**src/rtl/spi_cfg_seq_if.sv**
```systemverilog
// Bus bundle between the config sequencer and its environment: init table,
// runtime update port, SPI writer handshake and status flags.
interface spi_cfg_seq_if #(
    parameter int unsigned AW = 4
);
    logic          start;
    logic [AW-1:0] tbl_idx;
    logic [14:0]   tbl_data;
    logic          upd_valid;
    logic [14:0]   upd_data;
    logic          upd_ready;
    logic          spi_req;
    logic [14:0]   spi_data;
    logic          spi_done;
    logic          busy;
    logic          init_done;
    logic          err;

    modport master (
        output start, tbl_data, upd_valid, upd_data, spi_done,
        input  tbl_idx, upd_ready, spi_req, spi_data, busy, init_done, err
    );

    modport slave (
        input  start, tbl_data, upd_valid, upd_data, spi_done,
        output tbl_idx, upd_ready, spi_req, spi_data, busy, init_done, err
    );
endinterface

```
**src/rtl/spi_cfg_seq.sv**
```systemverilog
// Sequencer/arbiter in front of the 15-bit SPI writer: walks the init table on
// start, then accepts single runtime writes; flags busy, init completion, timeout.
module spi_cfg_seq #(
    parameter int unsigned NUM_REGS    = 11,
    parameter int unsigned AW          = 4,
    parameter int unsigned REQ_CYC     = 2,
    parameter int unsigned GAP_CYC     = 64,
    parameter int unsigned TIMEOUT_CYC = 128
) (
    input logic         clk,
    input logic         rst_n,
    spi_cfg_seq_if.slave bus
);

    localparam int unsigned RW = $clog2(REQ_CYC + 1);
    localparam int unsigned GW = $clog2(GAP_CYC + 1);
    localparam int unsigned TW = $clog2(TIMEOUT_CYC + 1);

    localparam logic [RW-1:0] REQ_LAST = RW'(REQ_CYC - 1);
    localparam logic [GW-1:0] GAP_LAST = GW'(GAP_CYC - 1);
    localparam logic [TW-1:0] TMO_LAST = TW'(TIMEOUT_CYC - 1);
    localparam logic [AW-1:0] IDX_LAST = AW'(NUM_REGS - 1);

    if (NUM_REGS < 1 || NUM_REGS > (1 << AW)) begin : g_bad_num_regs
        $error("spi_cfg_seq: NUM_REGS out of range for AW");
    end
    if (REQ_CYC < 2 || GAP_CYC < 1 || TIMEOUT_CYC < 1) begin : g_bad_timing
        $error("spi_cfg_seq: REQ_CYC must be >= 2, GAP_CYC and TIMEOUT_CYC >= 1");
    end

    typedef enum logic [2:0] {
        S_IDLE,
        S_LOAD,
        S_REQ,
        S_WAIT,
        S_GAP
    } state_t;

    typedef enum logic {
        M_INIT,
        M_UPD
    } mode_t;

    state_t        state, state_nx;
    mode_t         mode, mode_nx;
    logic [AW-1:0] idx, idx_nx;
    logic [RW-1:0] req_cnt, req_cnt_nx;
    logic [GW-1:0] gap_cnt, gap_cnt_nx;
    logic [TW-1:0] tmo_cnt, tmo_cnt_nx;
    logic          req_q, req_nx;
    logic [14:0]   data_q, data_nx;
    logic          done_q, done_nx;
    logic          err_q, err_nx;
    logic          upd_ready;

    // start has priority over a pending update in the same IDLE cycle
    assign upd_ready     = (state == S_IDLE) & done_q & ~bus.start;
    assign bus.upd_ready = upd_ready;
    assign bus.tbl_idx   = idx;
    assign bus.spi_req   = req_q;
    assign bus.spi_data  = data_q;
    assign bus.busy      = (state != S_IDLE);
    assign bus.init_done = done_q;
    assign bus.err       = err_q;

    always_ff @(posedge clk or negedge rst_n) begin
        if (!rst_n) begin
            state   <= S_IDLE;
            mode    <= M_INIT;
            idx     <= '0;
            req_cnt <= '0;
            gap_cnt <= '0;
            tmo_cnt <= '0;
            req_q   <= 1'b0;
            data_q  <= '0;
            done_q  <= 1'b0;
            err_q   <= 1'b0;
        end else begin
            state   <= state_nx;
            mode    <= mode_nx;
            idx     <= idx_nx;
            req_cnt <= req_cnt_nx;
            gap_cnt <= gap_cnt_nx;
            tmo_cnt <= tmo_cnt_nx;
            req_q   <= req_nx;
            data_q  <= data_nx;
            done_q  <= done_nx;
            err_q   <= err_nx;
        end
    end

    // Counters default to zero so each state starts its own count on entry
    always_comb begin
        state_nx   = state;
        mode_nx    = mode;
        idx_nx     = idx;
        req_cnt_nx = '0;
        gap_cnt_nx = '0;
        tmo_cnt_nx = '0;
        req_nx     = req_q;
        data_nx    = data_q;
        done_nx    = done_q;
        err_nx     = err_q;

        case (state)
            S_IDLE: begin
                if (bus.start) begin
                    idx_nx   = '0;
                    done_nx  = 1'b0;
                    err_nx   = 1'b0;
                    mode_nx  = M_INIT;
                    state_nx = S_LOAD;
                end else if (bus.upd_valid && upd_ready) begin
                    data_nx  = bus.upd_data;
                    req_nx   = 1'b1;
                    mode_nx  = M_UPD;
                    state_nx = S_REQ;
                end
            end
            S_LOAD: begin
                data_nx  = bus.tbl_data;
                req_nx   = 1'b1;
                state_nx = S_REQ;
            end
            S_REQ: begin
                if (req_cnt == REQ_LAST) begin
                    req_nx   = 1'b0;
                    state_nx = S_WAIT;
                end else begin
                    req_cnt_nx = req_cnt + 1'b1;
                end
            end
            S_WAIT: begin
                if (bus.spi_done) begin
                    state_nx = S_GAP;
                end else if (tmo_cnt == TMO_LAST) begin
                    err_nx   = 1'b1;
                    state_nx = S_IDLE;
                end else begin
                    tmo_cnt_nx = tmo_cnt + 1'b1;
                end
            end
            S_GAP: begin
                if (gap_cnt == GAP_LAST) begin
                    if (mode == M_UPD) begin
                        state_nx = S_IDLE;
                    end else if (idx == IDX_LAST) begin
                        done_nx  = 1'b1;
                        state_nx = S_IDLE;
                    end else begin
                        idx_nx   = idx + 1'b1;
                        state_nx = S_LOAD;
                    end
                end else begin
                    gap_cnt_nx = gap_cnt + 1'b1;
                end
            end
            default: state_nx = S_IDLE;
        endcase
    end

endmodule

```
**src/flat_wrapper.sv**
```systemverilog
// flat-port wrapper written by rule: the top's interface ports become plain ports
module spi_cfg_seq_flat 
#(
    parameter int unsigned NUM_REGS    = 11,
    parameter int unsigned AW          = 4,
    parameter int unsigned REQ_CYC     = 2,
    parameter int unsigned GAP_CYC     = 64,
    parameter int unsigned TIMEOUT_CYC = 128
)
  (clk, rst_n, bus_start, bus_tbl_data, bus_upd_valid, bus_upd_data, bus_spi_done, bus_tbl_idx, bus_upd_ready, bus_spi_req, bus_spi_data, bus_busy, bus_init_done, bus_err);
  spi_cfg_seq_if #(.AW(AW)) bus_i ();
  input logic clk;
  input logic rst_n;
  input wire logic [$bits(bus_i.start)-1:0] bus_start;
  input wire logic [$bits(bus_i.tbl_data)-1:0] bus_tbl_data;
  input wire logic [$bits(bus_i.upd_valid)-1:0] bus_upd_valid;
  input wire logic [$bits(bus_i.upd_data)-1:0] bus_upd_data;
  input wire logic [$bits(bus_i.spi_done)-1:0] bus_spi_done;
  output wire logic [$bits(bus_i.tbl_idx)-1:0] bus_tbl_idx;
  output wire logic [$bits(bus_i.upd_ready)-1:0] bus_upd_ready;
  output wire logic [$bits(bus_i.spi_req)-1:0] bus_spi_req;
  output wire logic [$bits(bus_i.spi_data)-1:0] bus_spi_data;
  output wire logic [$bits(bus_i.busy)-1:0] bus_busy;
  output wire logic [$bits(bus_i.init_done)-1:0] bus_init_done;
  output wire logic [$bits(bus_i.err)-1:0] bus_err;
  assign bus_i.start = bus_start;
  assign bus_i.tbl_data = bus_tbl_data;
  assign bus_i.upd_valid = bus_upd_valid;
  assign bus_i.upd_data = bus_upd_data;
  assign bus_i.spi_done = bus_spi_done;
  assign bus_tbl_idx = bus_i.tbl_idx;
  assign bus_upd_ready = bus_i.upd_ready;
  assign bus_spi_req = bus_i.spi_req;
  assign bus_spi_data = bus_i.spi_data;
  assign bus_busy = bus_i.busy;
  assign bus_init_done = bus_i.init_done;
  assign bus_err = bus_i.err;
  spi_cfg_seq #(.NUM_REGS(NUM_REGS), .AW(AW), .REQ_CYC(REQ_CYC), .GAP_CYC(GAP_CYC), .TIMEOUT_CYC(TIMEOUT_CYC)) u_core (.clk(clk), .rst_n(rst_n), .bus(bus_i));
endmodule
```
**config.mk**
```make
export PLATFORM = sky130hd
export DESIGN_NAME = spi_cfg_seq_flat
export DESIGN_NICKNAME = d
export VERILOG_FILES = /design/src/rtl/spi_cfg_seq_if.sv /design/src/rtl/spi_cfg_seq.sv /design/src/flat_wrapper.sv
export SDC_FILE = /design/constraint.sdc
export NUM_CORES = 1
export LEC_CHECK = 0
export CORE_MARGIN = 2
export CORE_UTILIZATION = 40
export CTS_CLUSTER_SIZE = 28
export DETAILED_ROUTE_END_ITERATION = 6
export GPL_TIMING_DRIVEN = 0
export MAX_ROUTING_LAYER = met4
export PLACE_DENSITY = 0.79
export SLEW_MARGIN = 20
export SYNTH_ARGS = -nofsm -noshare
export SYNTH_HDL_FRONTEND = slang
export SYNTH_SLANG_ARGS = --single-unit
```
**constraint.sdc**
```tcl
create_clock -name clk -period 3.2 [get_ports clk]
set_clock_uncertainty 0.05 [all_clocks]
set_input_delay 0.64 -clock clk [delete_from_list [all_inputs] [get_ports clk]]
set_output_delay 0.64 -clock clk [all_outputs]
set_load 0.02 [all_outputs]
```
==> qor.tcl, run 1 <==
set qor(run_status) {finished, final reports clean}
set qor(tritoncts) {yes}
set qor(gpl.final_weighted_congestion) 0.852
set qor(postSynthRegisterBits) 43
set qor(first_global_vias) 1780
set qor(buffer_ports.inserted) 58
set qor(net_switching_fraction_of_the_power_pct) 19.8
set qor(postSynthCellCount) 208
set qor(detail_route.vias_per_cell) 5.16
set qor(max_cap_check_violation_count) 0
set qor(reg2regPathDepth) 5
set qor(r2r-start) {u_core.gap_cnt[0]$_DFF_PN0_}
set qor(slew_violations) 0
set qor(cts.reportedPaths.clkPinSlew_ns) 0.08
set qor(finalSetupViolations) 0
set qor(utilization_pct) 56.8
set qor(timing.final.crit_period_ns) 3.14
set qor(buffers_from_clock_root_to_sink_at_most) 2
set qor(synth_top_area_share_pct) 50.5
set qor(post-synth-top-count-cell) {sky130_fd_sc_hd__dfrtp_1}
set qor(p_int_uw) 783
set qor(synth.yosys.warnings) 0
set qor(drt_first_iter_violations) 94
set qor(final_antenna_net_count) 0
set qor(area_enclosed_by_the_die_boundary_mm2) 0.00593
set qor(unrepaired_setup_endpoints_after_global_routing) {false}
set qor(power_density_mw_per_mm2) 334
set qor(hold_buffer_count_at_cts) 0
set qor(setup-tns-final_ns) 0
set qor(detailed_place_hpwl_mm) 3.72
set qor(setup.worst_path.start_class) {primary input}
set qor(mappedNetlistArea_mm2) 0.00213
set qor(die_w_um) 77.0
set qor(asyncSetResetFlopFracSynth_pct) 100
set qor(worst_ep_required_time_ns) 2.51
set qor(syn_area_per_cell_um2) 10.2
set qor(p_sw_uw) 194
set qor(synth_largest_area_cell) {sky130_fd_sc_hd__dfrtp_1}
set qor(num_cts_buffers) 5
set qor(wl_mm) 4.88
set qor(drive_gt1_share_pct) 6.55
set qor(timing_worst_slew_pin_value_ns) 0.577
set qor(synthToLayoutAreaGrowth_pct) 37.1
set qor(grt_remaining_overflow) 0
set qor(reg2reg_slack_ns) 1.16
set qor(via_count) 1781
set qor(largest_net_degree_at_the_start_of_global_routing) 24
set qor(coreArea_mm2) 0.00514
set qor(share_comb_of_total_power_pct) 6.4
set qor(critPathMaxStageDelay_ns) 0.61
set qor(path_cells) {clkdlybuf4s50_1 -> or4_4 -> nor2_1 -> clkdlybuf4s50_1}
set qor(synth_nets) 247
set qor(post-route-drc-count) 0
set qor(pwr-share-seq_pct) 55.7
set qor(die_y_um) 77.0
set qor(crit_fanout) 4
set qor(hold_path.class) {primary input to asynchronous set/reset pin}
set qor(clk_root_buffer_cell) {sky130_fd_sc_hd__clkbuf_8}
set qor(drt_first_pass_iters) 6
set qor(cts_sinks) 43
set qor(path_common_cell) {sky130_fd_sc_hd__clkdlybuf4s50_1}
set qor(maxSlewHeadroom_pct) 61.3
set qor(detail_route.wl_per_cell_um) 14.1
set qor(number_of_antenna_violations_at_the_first_check_in_global_routing) 0
set qor(period_share_pct) 98.2
set qor(ioPinCount) 59
set qor(cp-end-kind) {primary output}
set qor(yosys-top-cells-area) {sky130_fd_sc_hd__dfrtp_1, sky130_fd_sc_hd__mux2i_1, sky130_fd_sc_hd__nand2_1, sky130_fd_sc_hd__nor2_1, sky130_fd_sc_hd__ha_1}
set qor(cts.repair.resized) 0
set qor(power.clock.fraction_pct) 37.9
set qor(worst_r2r_endpoint) {u_core.state[1]$_DFFE_PN0P_}
set qor(synth.top_cells.by_count) {sky130_fd_sc_hd__dfrtp_1, sky130_fd_sc_hd__nand2_1, sky130_fd_sc_hd__mux2i_1, sky130_fd_sc_hd__nor2_1}
set qor(htreeDepth) 2
set qor(worst_skew_pair.late_latency_ns) 0.29
set qor(seq_area_frac_synth_pct) 50.5
set qor(crit_type) {primary input to primary output}
set qor(floorplan.initialDensity_pct) 41.5
set qor(prevailing_post_synth_register_cell) {sky130_fd_sc_hd__dfrtp_1}
set qor(synth-edff-count) 0
set qor(hold_viol_final) 0
set qor(worst_path_cell_with_the_longest_stage_delay) {sky130_fd_sc_hd__clkdlybuf4s50_1}
set qor(peakVddDrop_uv) 268
set qor(postCtsSetupRepairBufs) 0
set qor(n_antenna_cell) 0
set qor(grt_first_pass_wirelength_mm) 8.34
set qor(timing.fmax_ghz) 0.318
set qor(cp.arrival_ns) 2.45
set qor(design.final.nets) 313
set qor(netlist-cell-type-count) 47
set qor(grt_use_total_pct) 17.9
set qor(power.leakage_nw) 1.25
set qor(standard_cell_row_count) 26
-- through the flow --
stage	hold WS [ns]	total power, mW	setup slack, ns	instance area (um2)	std cells
finish	0.263	0.977	0.0589	2920	345
floorplan	0.294	0.559	1.03	2130	208
CTS	0.279	0.986	0.0501	2920	345
global route	0.294	1.02	0.0211	2920	345
global placement	0.373	0.614	0.0857	2800	336
detailed placement	0.371	0.618	0.0682	2820	337
-- worst max path at each step --
stage | start | endpoint | slack (ns) | cells past startpoint
after floorplan | bus_start | bus_upd_ready | 1.03 | 2
after global placement | bus_start | bus_upd_ready | 0.09 | 4
after detailed placement | bus_start | bus_upd_ready | 0.07 | 4
after CTS | bus_start | bus_upd_ready | 0.05 | 4
after global routing | bus_start | bus_upd_ready | 0.02 | 4
final | bus_start | bus_upd_ready | 0.06 | 4
-- power by group through the flow --
stage | Combinational (mW) | Sequential, mW | Clock [mW]
CTS | 0.0637 | 0.544 | 0.379
detailed placement | 0.0635 | 0.555 | 0
finish | 0.0625 | 0.544 | 0.370
global route | 0.0679 | 0.544 | 0.408
floorplan | 0.00384 | 0.556 | 0
global placement | 0.0594 | 0.555 | 0
-- final cells by class --
type | count | area [um2]
buffer | 8 | 46.3
clock buffer | 8 | 100
fill | 461 | 2220
inverter | 10 | 37.5
multi-input combinational | 147 | 971
sequential | 43 | 1080
tap | 70 | 87.6
timing repair buffer | 59 | 603
-- metal layers --
metal	vias up	GRT usage [%]	share of wire, %
met5	-	-	0
met4	0	6.07	2.2
met3	12	3.06	2.4
met2	33	28.7	49
met1	879	23.2	46
li1	857	-	-
-- cell usage in the layout (no fill, tap or decap), types with 6 or more instances in the layout --
cell type	n
sky130_fd_sc_hd__clkdlybuf4s50_1	57
sky130_fd_sc_hd__dfrtp_1	43
sky130_fd_sc_hd__nand2_1	28
sky130_fd_sc_hd__mux2i_1	18
sky130_fd_sc_hd__nor2_1	16
sky130_fd_sc_hd__inv_1	10
sky130_fd_sc_hd__o21ai_1	10
sky130_fd_sc_hd__o21ai_0	7
sky130_fd_sc_hd__clkbuf_8	7
sky130_fd_sc_hd__clkbuf_1	6
-- logic make-up after synthesis --
kind of cell	count (synthesis)	synth area share, %
xor gates and xnor gates	8	3.29
DFF	43	50.5
muxes	18	8.46
adders and majority gates	4	2.35
and+or+nand+nor	79	20.0
buffers and inverters	18	3.93
AOI/OAI and AO/OA	38	11.5
-- critical path: cells and delay by family --
family | cells | cell delay [ns]
AND/OR/NAND/NOR | 2 | 0.71
buffers and inverters | 2 | 1.10
-- sequential cells by signal, summed over array words and instances, names as in the netlist --
| name | count |
|---|---|
| u_core.bus.err | 1 |
| u_core.bus.init_done | 1 |
| u_core.bus.spi_data | 15 |
| u_core.bus.spi_req | 1 |
| u_core.bus.tbl_idx | 4 |
| u_core.gap_cnt | 7 |
| u_core.mode | 1 |
| u_core.req_cnt | 2 |
| u_core.state | 3 |
| u_core.tmo_cnt | 8 |
(Power assumes the default switching activity.)
==> run 2: changes to the inputs <==
--- a/config.mk
+++ b/config.mk
@@ -6,12 +6,12 @@
 export NUM_CORES = 1
 export LEC_CHECK = 0
 export CORE_MARGIN = 2
-export CORE_UTILIZATION = 40
+export CORE_UTILIZATION = 51
 export CTS_CLUSTER_SIZE = 28
 export DETAILED_ROUTE_END_ITERATION = 6
 export GPL_TIMING_DRIVEN = 0
 export MAX_ROUTING_LAYER = met4
-export PLACE_DENSITY = 0.79
+export PLACE_DENSITY = 0.94
 export SLEW_MARGIN = 20
 export SYNTH_ARGS = -nofsm -noshare
 export SYNTH_HDL_FRONTEND = slang
==> run 2 against run 1 <==
Effect of this change:
- power decreased by 2.8%
- highest routed layer unchanged
- sequential power about the same
- global-route usage increased by 5.8 points
- largest cell class unchanged
- cell count decreased by 6.1%
- critical path depth unchanged
- setup slack improved by 0.028 ns
- clock power is 7.6% lower
- via count down 2.1%
==> qor.tcl, run 2 (synthesized netlist as in run 1, its figures left out) <==
set qor(run_status) {finished, final reports clean}
set qor(post_dp_cell_area_mm2) 0.00280 ;# -0.89%
set qor(number_of_antenna_violations_at_the_first_check_in_global_routing) 0 ;# unchanged
set qor(n_antenna_cell) 0 ;# unchanged
set qor(timing.fmax_ghz) 0.321 ;# +0.89%
set qor(synthToLayoutAreaGrowth_pct) 35.3
set qor(clk_root_buffer_cell) {sky130_fd_sc_hd__clkbuf_8}
set qor(worst_slack_ns) 0.0866 ;# +0.0277 ns
set qor(cp-end-kind) {primary output}
set qor(last_element_of_the_critical_path) {bus_upd_ready}
set qor(worst_path_cell_with_the_longest_stage_delay) {sky130_fd_sc_hd__clkdlybuf4s50_1}
set qor(wl_mm) 4.90 ;# +0.33%
set qor(fillerInstances) 306 ;# -34%
set qor(via_count) 1744 ;# -2.1%
set qor(cp.arrival_ns) 2.42 ;# -0.03 ns
set qor(grt_use_total_pct) 23.7 ;# +5.8 points
set qor(worst_ep_required_time_ns) 2.51 ;# about the same
set qor(multi_input_area_um2) 971 ;# unchanged
set qor(stdcell_area_mm2) 0.00288 ;# -1.3%
set qor(crit_fanout) 4 ;# unchanged
set qor(floorplan.initialDensity_pct) 53.3 ;# +12 points
set qor(setup.worst_path.start_class) {primary input}
set qor(die_w_um) 68.6 ;# -11%
set qor(ioPinCount) 59 ;# unchanged
set qor(worst_r2r_endpoint) {u_core.state[1]$_DFFE_PN0P_}
set qor(crit_start) {bus_start}
set qor(postCtsSetupRepairBufs) 0 ;# unchanged
set qor(crit_type) {primary input to primary output}
set qor(unrepaired_setup_endpoints_after_global_routing) {false}
set qor(r2r-start) {u_core.gap_cnt[0]$_DFF_PN0_}
set qor(max_cap_check_violation_count) 0 ;# unchanged
set qor(power_density_mw_per_mm2) 329 ;# -1.5%
set qor(buffers_from_clock_root_to_sink_at_most) 2 ;# unchanged
set qor(peakVddDrop_uv) 229 ;# -15%
set qor(area_enclosed_by_the_die_boundary_mm2) 0.00471 ;# -21%
set qor(preCtsSetupSlack_ns) 0.0954 ;# +0.0272 ns
set qor(timing.hold.ws_ns) 0.257 ;# -0.00558 ns
set qor(met2_length_mm) 2.36 ;# -1.1%
set qor(worst_skew_pair.late_latency_ns) 0.29 ;# about the same
set qor(hold_path.class) {primary input to asynchronous set/reset pin}
set qor(tritoncts) {yes}
set qor(buffer_ports.inserted) 58 ;# unchanged
set qor(period_share_pct) 97.3 ;# -0.87 points
set qor(slew_violations) 0 ;# unchanged
set qor(utilization_pct) 72.1 ;# +15 points
set qor(finish.cell_count_without_fillers) 324 ;# -6.1%
set qor(path_cells) {clkdlybuf4s50_1 -> or4_4 -> nor2_1 -> clkdlybuf4s50_1}
set qor(standard_cell_row_count) 23 ;# -12%
set qor(cts.repair.resized) 0 ;# unchanged
set qor(power.leakage_nw) 1.24 ;# -0.36%
set qor(hold_buffer_count_at_cts) 0 ;# unchanged
set qor(design.final.nets) 313 ;# unchanged
set qor(drt_first_pass_iters) 6 ;# unchanged
set qor(final_antenna_net_count) 0 ;# unchanged
set qor(timing_worst_slew_pin_value_ns) 0.578 ;# +0.00121 ns
set qor(seqCellArea_mm2) 0.00108 ;# unchanged
set qor(htreeDepth) 2 ;# unchanged
set qor(grt_remaining_overflow) 0 ;# unchanged
set qor(layout.cells.most_common) {sky130_fd_sc_hd__clkdlybuf4s50_1}
set qor(cts.reportedPaths.clkPinSlew_ns) 0.07 ;# about the same
set qor(setup-tns-final_ns) 0 ;# unchanged
set qor(detailed_place_hpwl_mm) 3.69 ;# -0.93%
set qor(grt_first_pass_wirelength_mm) 7.83 ;# -6.0%
set qor(met1Wirelength_mm) 2.03 ;# -10%
set qor(reg2regPathDepth) 5 ;# unchanged
set qor(maxSlewHeadroom_pct) 61.2 ;# -0.081 points
set qor(reg2reg_slack_ns) 1.20 ;# +0.04 ns
set qor(dr.max_layer_used) {met4}
set qor(place.detailed.instances) 317 ;# -5.9%
set qor(path_common_cell) {sky130_fd_sc_hd__clkdlybuf4s50_1}
set qor(timing.final.crit_period_ns) 3.11 ;# -0.0277 ns
set qor(power_uw) 950 ;# -2.8%
set qor(detail_route_met3_wl_um) 431 ;# +270%
set qor(coreArea_mm2) 0.00400 ;# -22%
set qor(largest_register_ffs) 15 ;# unchanged
set qor(cts_sinks) 43 ;# unchanged
set qor(finalSetupViolations) 0 ;# unchanged
set qor(num_cts_buffers) 5 ;# unchanged
set qor(drive_gt1_share_pct) 6.57 ;# +0.024 points
set qor(detail_route.wl_per_cell_um) 15.1 ;# +6.8%
set qor(final_cell_mix) {sky130_fd_sc_hd__clkdlybuf4s50_1, sky130_fd_sc_hd__dfrtp_1, sky130_fd_sc_hd__nand2_1}
set qor(hold_viol_final) 0 ;# unchanged
set qor(drt_first_iter_violations) 59 ;# -37%
set qor(critPathMaxStageDelay_ns) 0.62 ;# about the same
set qor(gpl.final_weighted_congestion) 0.863 ;# +1.4%
set qor(largest_net_degree_at_the_start_of_global_routing) 25 ;# +4.2%
set qor(first_global_vias) 1695 ;# -4.8%
set qor(detail_route.vias_per_cell) 5.38 ;# +4.3%
set qor(post-route-drc-count) 0 ;# unchanged
set qor(die_y_um) 68.6 ;# -11%
-- run 2: cell types whose count changed in the layout (fill, tap and decap cells not counted) --
cell                       previous run  this run
sky130_fd_sc_hd__clkbuf_1             6         5
sky130_fd_sc_hd__clkbuf_8             7         6
sky130_fd_sc_hd__clkinv_2             0         1
-- run 2: layout make-up --
type | instances | share of cell area (%)
buffer | 8 | 1.61
tap | 50 | 2.17
sequential | 43 | 37.3
clock buffer | 6 | 2.86
clock inverter | 1 | 0.174
inverter | 10 | 1.30
multi-input combinational | 147 | 33.7
timing repair buffer | 59 | 20.9
-- run 2: worst min-delay path by stage --
| stage | slack, ns | to | cells past startpoint |
|---|---|---|---|
| CTS | 0.27 | u_core.tmo_cnt[4]$_DFF_PN0_ | 1 |
| floorplan | 0.29 | u_core.bus.err$_DFFE_PN0P_ | 0 |
| detailed placement | 0.39 | u_core.req_cnt[0]$_DFF_PN0_ | 1 |
| finish | 0.26 | u_core.tmo_cnt[4]$_DFF_PN0_ | 1 |
| global route | 0.29 | u_core.tmo_cnt[7]$_DFF_PN0_ | 1 |
| global placement | 0.37 | u_core.req_cnt[0]$_DFF_PN0_ | 1 |
-- run 2: layer usage --
| metal | global-route usage (%) | vias up |
|---|---|---|
| li1 | - | 851 |
| met1 | 27.4 | 819 |
| met2 | 39.4 | 65 |
| met3 | 6.82 | 9 |
| met4 | 8.25 | 0 |
| met5 | - | - |
-- run 2: power by group --
group	internal, mW	switching [mW]	leakage [nW]
Sequential	0.544	0.000396	0.563
Combinational	0.0425	0.0207	0.633
Clock	0.169	0.173	0.0470
-- run 2: critical path: cells and delay by family --
kind / cells / cell delay, ns
buffers and inverters: 2 / 1.09
and+or+nand+nor: 2 / 0.68
==> edit 1 (config.mk and constraints of run 1) <==
`REQ_CYC` is set to 2 in 2 places; all go to 4.
--- a/src/rtl/spi_cfg_seq.sv
+++ b/src/rtl/spi_cfg_seq.sv
@@ -3,7 +3,7 @@
 module spi_cfg_seq #(
     parameter int unsigned NUM_REGS    = 11,
     parameter int unsigned AW          = 4,
-    parameter int unsigned REQ_CYC     = 2,
+    parameter int unsigned REQ_CYC     = 4,
     parameter int unsigned GAP_CYC     = 64,
     parameter int unsigned TIMEOUT_CYC = 128
 ) (
--- a/src/flat_wrapper.sv
+++ b/src/flat_wrapper.sv
@@ -3,7 +3,7 @@
 #(
     parameter int unsigned NUM_REGS    = 11,
     parameter int unsigned AW          = 4,
-    parameter int unsigned REQ_CYC     = 2,
+    parameter int unsigned REQ_CYC     = 4,
     parameter int unsigned GAP_CYC     = 64,
     parameter int unsigned TIMEOUT_CYC = 128
 )
Behaviour: not the same (Yosys sat finds a counterexample within 10 cycles, from zero or initial values and one cycle with rst_n low).
==> edit 1 against run 1 <==
Worst setup slack better by 56 ps. Critical path depth unchanged. Sequential cell count up 1. Global-route usage grew 0.12 points. Routed wire length increased by 3.0%. Combinational power is 5.3% higher. Register-to-register slack gained 100 ps. Critical path type unchanged. Synthesized area rose by 1.4%. Worst hold slack got worse by 84 ps. Power down 2.1%. Final area is essentially flat.
==> edit 1: results (changes against run 1) <==
Critical path
  – Crit path max fanout: 7 (was 4)
  – Worst path slowest cell: clkdlybuf4s50_1 (unchanged)
  – Critical path's largest stage delay: 600 ps

Yosys
  – Cell variety after synth: 40 (was 47)
  – Post-Synthesis Cells: 212 (was 208)
  – Post-Synthesis Net Count: 252 (was 247)
  – Post-synth top cells: dfrtp_1 (44), nor2_1 (32), a21oi_1 (22), mux2i_1 (18), nand2_1 (13) (was dfrtp_1 (43), nand2_1 (28), mux2i_1 (18), nor2_1 (16))
  – Synth top area cells: dfrtp_1 (51%), mux2i_1 (8.3%), nor2_1 (5.6%), a21oi_1 (5.1%), ha_1 (2.9%) (was dfrtp_1 (50%), mux2i_1 (8.5%), nand2_1 (4.9%), nor2_1 (2.8%), ha_1 (2.3%))
  – Seq/Total Area, Yosys: 50.98% (was 50.50%)

GRT
  – First-pass GRT wire length: 8.376 mm (was 8.335 mm)
  – Number of global-route vias before repair: 1768 (was 1780)
  – Tot GR Track Use: 18.03% (was 17.91%)
  – Largest net degree at the start of global routing: 33 (was 24)

Drt
  – Vias post-DR: 1776 (was 1781)
  – Via/cell ratio: 5.103 (was 5.162)
  – Initial DRC Count: 72 (was 94)
  – Routed WL: 5.026 mm (was 4.881 mm)
  – # DRC: 0 (unchanged)

Placement
  – Port bufs: 58 (unchanged)
  – Inst Count DP: 341 (was 337)
  – Post-DP HPWL: 3.888 mm (was 3.721 mm)
  – GP Congestion: 0.7971 (was 0.8515)
  – DP Worst Slack: 108.2 ps (was 68.23 ps)
  – Placement Cell Area: 0.002843 sq mm (was 0.002821 sq mm)

Power and ir drop
  – Worst VDD drop: 206.3 uV (was 268.4 uV)
  – Leak Pwr: 1.283 nW (was 1.248 nW)

Finish
  – Fillers: 456 (was 461)
  – Layout cell share with drive strength beyond 1: 7.194% (was 6.545%)
  – Nets: 318 (was 313)

Status
  – Status: completed (unchanged)

Timing
  – Max-Slew Margin vs Limit: 56.80% (was 61.30%)
-- edit 1: logic make-up after synthesis --
| group | synth area share, % |
|---|---|
| flops | 50.99 |
| simple gates | 21.21 |
| fa+ha+maj | 2.897 |
| compound gates | 10.02 |
| mux | 8.343 |
| buf+inv | 2.897 |
| xor+xnor | 3.650 |
-- edit 1: where the power goes --
group	switching [mW]	internal, mW
logic	0.0232	0.0425
registers	0	0.555
clock network	0.187	0.148
-- edit 1: final cells by class --
class | count | area, sq um | area share (%)
Clock buffer | 5 | 68.82 | 2.353
Timing Repair Buffer | 59 | 595.6 | 20.37
Inverter | 6 | 22.52 | 0.7702
Multi-Input combinational cell | 154 | 996.0 | 34.06
Sequential cell | 44 | 1101 | 37.66
Clock inverter | 2 | 12.51 | 0.4279
Tap cell | 70 | 87.58 | 2.995
Buffer | 8 | 40.04 | 1.369
-- edit 1: metal layers --
metal,part of all wire (%),global-route usage [%],vias up
met3,3.0,3.372,8
li1,-,-,870
met2,51,29.13,36
met4,1.7,5.893,0
met1,44,23.05,862
met5,0,-,-
-- edit 1: final timing paths --
path	startpoint	end	slack (ps)	cells past startpoint
max in group asynchronous	rst_n	u_core.bus.tbl_idx[1]	2440	2
hold / removal	rst_n	u_core.req_cnt[2]	180	1
setup / recovery	bus_start	bus_upd_ready	120	4
hold reg to reg	u_core.req_cnt[0]	u_core.req_cnt[0]	400	1
min in group clk	u_core.req_cnt[0]	u_core.req_cnt[0]	400	1
setup reg to reg	u_core.gap_cnt[0]	u_core.state[1]	1260	5
==> edit 2 (config.mk and constraints of run 1) <==
Made on the original files. Encoding of `state_t`: now one-hot (5 bits for 5 states).
--- a/src/rtl/spi_cfg_seq.sv
+++ b/src/rtl/spi_cfg_seq.sv
@@ -28,12 +28,12 @@
         $error("spi_cfg_seq: REQ_CYC must be >= 2, GAP_CYC and TIMEOUT_CYC >= 1");
     end
 
-    typedef enum logic [2:0] {
-        S_IDLE,
-        S_LOAD,
-        S_REQ,
-        S_WAIT,
-        S_GAP
+    typedef enum logic [4:0] {
+        S_IDLE = 5'b00001,
+        S_LOAD = 5'b00010,
+        S_REQ  = 5'b00100,
+        S_WAIT = 5'b01000,
+        S_GAP  = 5'b10000
     } state_t;
 
     typedef enum logic {
Behaviour: same outputs for any inputs over 10 cycles, from zero or initial values and one cycle with rst_n low; not proved beyond that.
==> edit 2 against run 1 <==
Critical endpoint unchanged. Sequential cell count increased by 2. Routed wire length increased by 3.4%. Final area increased by 3.0%. Die area increased by 3.3%. Synthesized area increased by 3.5%. Worst hold slack got worse by 71 ps. Count of clock-buffer cells in the layout decreased by 2. Non-clock buffer count unchanged. Largest cell class unchanged. Worst setup slack improved by 270 ps.
Power is not compared: it rests on default switching activity, and its combinational part moved more than twofold at a synthesized area within 25%.
==> edit 2: results (changes against run 1) <==
Status
  – Status: completed (unchanged)

Yosys
  – Seq/Total Area, Yosys: 51.14% (was 50.50%)
  – Synth Warn #: 0 (unchanged)
  – Synth top area cells: dfrtp_1 (50%), mux2i_1 (7.3%), nor2_1 (6.6%), a21oi_1 (4.1%), nand3_1 (3.4%) (was dfrtp_1 (50%), mux2i_1 (8.5%), nand2_1 (4.9%), nor2_1 (2.8%), ha_1 (2.3%))
  – Top_reg_cell synth: dfrtp_1 (unchanged)
  – Post-Synthesis Net Count: 262 (was 247)
  – Syn Area/Cell: 9.886 sq um (was 10.24 sq um)
  – Post-synth top cells: dfrtp_1 (44), nor2_1 (39), a21oi_1 (18), mux2i_1 (16), nand3_1 (15) (was dfrtp_1 (43), nand2_1 (28), mux2i_1 (18), nor2_1 (16))
  – Cell variety after synth: 40 (was 47)
  – Ys async rst share: 100.0% (unchanged)

Timing
  – Slew Viols, Final: 0 (unchanged)
  – Slew @ Worst Pin: 702.9 ps (was 576.6 ps)

Finish
  – Diode count: 0 (unchanged)
  – Layout cell share with drive strength beyond 1: 7.586% (was 6.545%)
  – Nets: 328 (was 313)
  – Finished Layout Cells: 362 (was 345)

Clock network
  – # Post-CTS Setup Buffers: 0 (unchanged)
  – Inserted Clock Buffers: 5 (unchanged)
  – Post_cts resized: 0 (unchanged)
  – Max Root-Sink Buffers: 2 (unchanged)
  – H-tree Lvls: 2 (unchanged)
  – CTS root buffer: clkbuf_8 (unchanged)
  – Clock latency on the worst-skew pair: 300 ps
  – Clk pin slew, worst setup/hold paths: 90 ps

Placement
  – Inst Count DP: 354 (was 337)
  – GP Congestion: 0.8131 (was 0.8515)
  – Post-DP HPWL: 3.738 mm (was 3.721 mm)
  – Port bufs: 58 (unchanged)

Critical path
  – Critical path's largest stage delay: 630 ps (was 610 ps)
  – Crit path max fanout: 6 (was 4)
  – Crit path arrival time: 2180 ps (was 2450 ps)
  – Worst path top cell family by delay: simple AND/OR/NAND/NOR gates (was buffers and inverters)
  – Cell depth of the worst flop-to-flop path: 4 (was 5)
  – Worst path slowest cell: clkdlybuf4s50_1 (unchanged)

Drt
  – Routed WL: 5.048 mm (was 4.881 mm)
  – 1st-pass router iterations: 4 (was 6)
  – Initial DRC Count: 75 (was 94)
  – Via/cell ratio: 5.193 (was 5.162)

Power and ir drop
  – Leak Pwr: 1.354 nW
  – Net Switching: 700.5 uW
  – Worst VDD drop: 425.6 uV

GRT
  – Tot GR Track Use: 18.39% (was 17.91%)
  – First-pass GRT wire length: 8.742 mm (was 8.335 mm)
  – Antenna violations before repair: 0 (unchanged)
  – Largest net degree at the start of global routing: 32 (was 24)
  – Number of global-route vias before repair: 1877 (was 1780)

Worst hold path
  – HP Class: in -> async (unchanged)
[edit 2: final timing paths]
kind	slack (ps)	to	startpoint
min in group clk	410	u_core.req_cnt[0]	u_core.req_cnt[0]
worst min-delay path	190	u_core.bus.spi_data[6]	rst_n
worst min register to register	410	u_core.req_cnt[0]	u_core.req_cnt[0]
max in group asynchronous	2340	u_core.state[0]	rst_n
worst max register to register	1160	u_core.gap_cnt[3]	u_core.state[1]
worst max-delay path	330	bus_upd_ready	u_core.state[1]
[edit 2: worst register-to-register path, stage by stage (launching register included)]
cell	delay, ps
dfrtp_1	450
or3_4	440
nor2_1	430
o21ai_0	400
nor2_1	190
[edit 2: final cells by class]
| type | count | area (sq um) |
|---|---|---|
| Multi-Input combinational cell | 165 | 1016 |
| Tap cell | 72 | 90.09 |
| Clock inverter | 2 | 37.54 |
| Fill cell | 508 | 2395 |
| Inverter | 5 | 18.77 |
| Buffer | 8 | 42.54 |
| Sequential cell | 45 | 1127 |
| Clock buffer | 6 | 82.58 |
| Timing Repair Buffer | 59 | 595.6 |
[edit 2: cell families after synthesis]
kind of cell | Yosys count | synth area share, %
AO/OA/AOI/OAI | 34 | 9.762
XOR/XNOR | 10 | 3.973
adder cells (fa/ha/maj) | 4 | 2.270
buffers and inverters | 13 | 2.781
flip-flops | 45 | 51.14
multiplexers | 16 | 7.264
AND/OR/NAND/NOR | 101 | 22.81
[edit 2: per-layer routing]
layer  wire, um  track usage, %  vias up
li1           -               -      915
met1       2159           22.36      897
met2       2423           29.83       58
met3        402           6.322       10
met4         63           4.211        0
met5          0               -        -
[edit 2: power by group through the flow]
stage	clock, mW	combinational (mW)	sequential, mW
after floorplan	0	0.339	0.890
after global placement	0	0.793	0.777
after detailed placement	0	0.812	0.782
after CTS	0.465	0.815	0.775
after global routing	0.487	0.880	0.788
final	0.456	0.808	0.774
[edit 2: metrics by stage]
| step | setup WS [ps] | util, % | area (sq um) | hold slack (ps) |
|---|---|---|---|---|
| final | 325.6 | 55.69 | 3010 | 191.8 |
| after global routing | 204.5 | 55.69 | 3010 | 207.6 |
| after CTS | 333.0 | 55.69 | 3010 | 197.6 |
| after detailed placement | 577.0 | 53.47 | 2890 | 406.9 |
| after global placement | 184.3 | 53.19 | 2875 | 371.5 |
| after floorplan | 907.3 | - | 2205 | 294.4 |
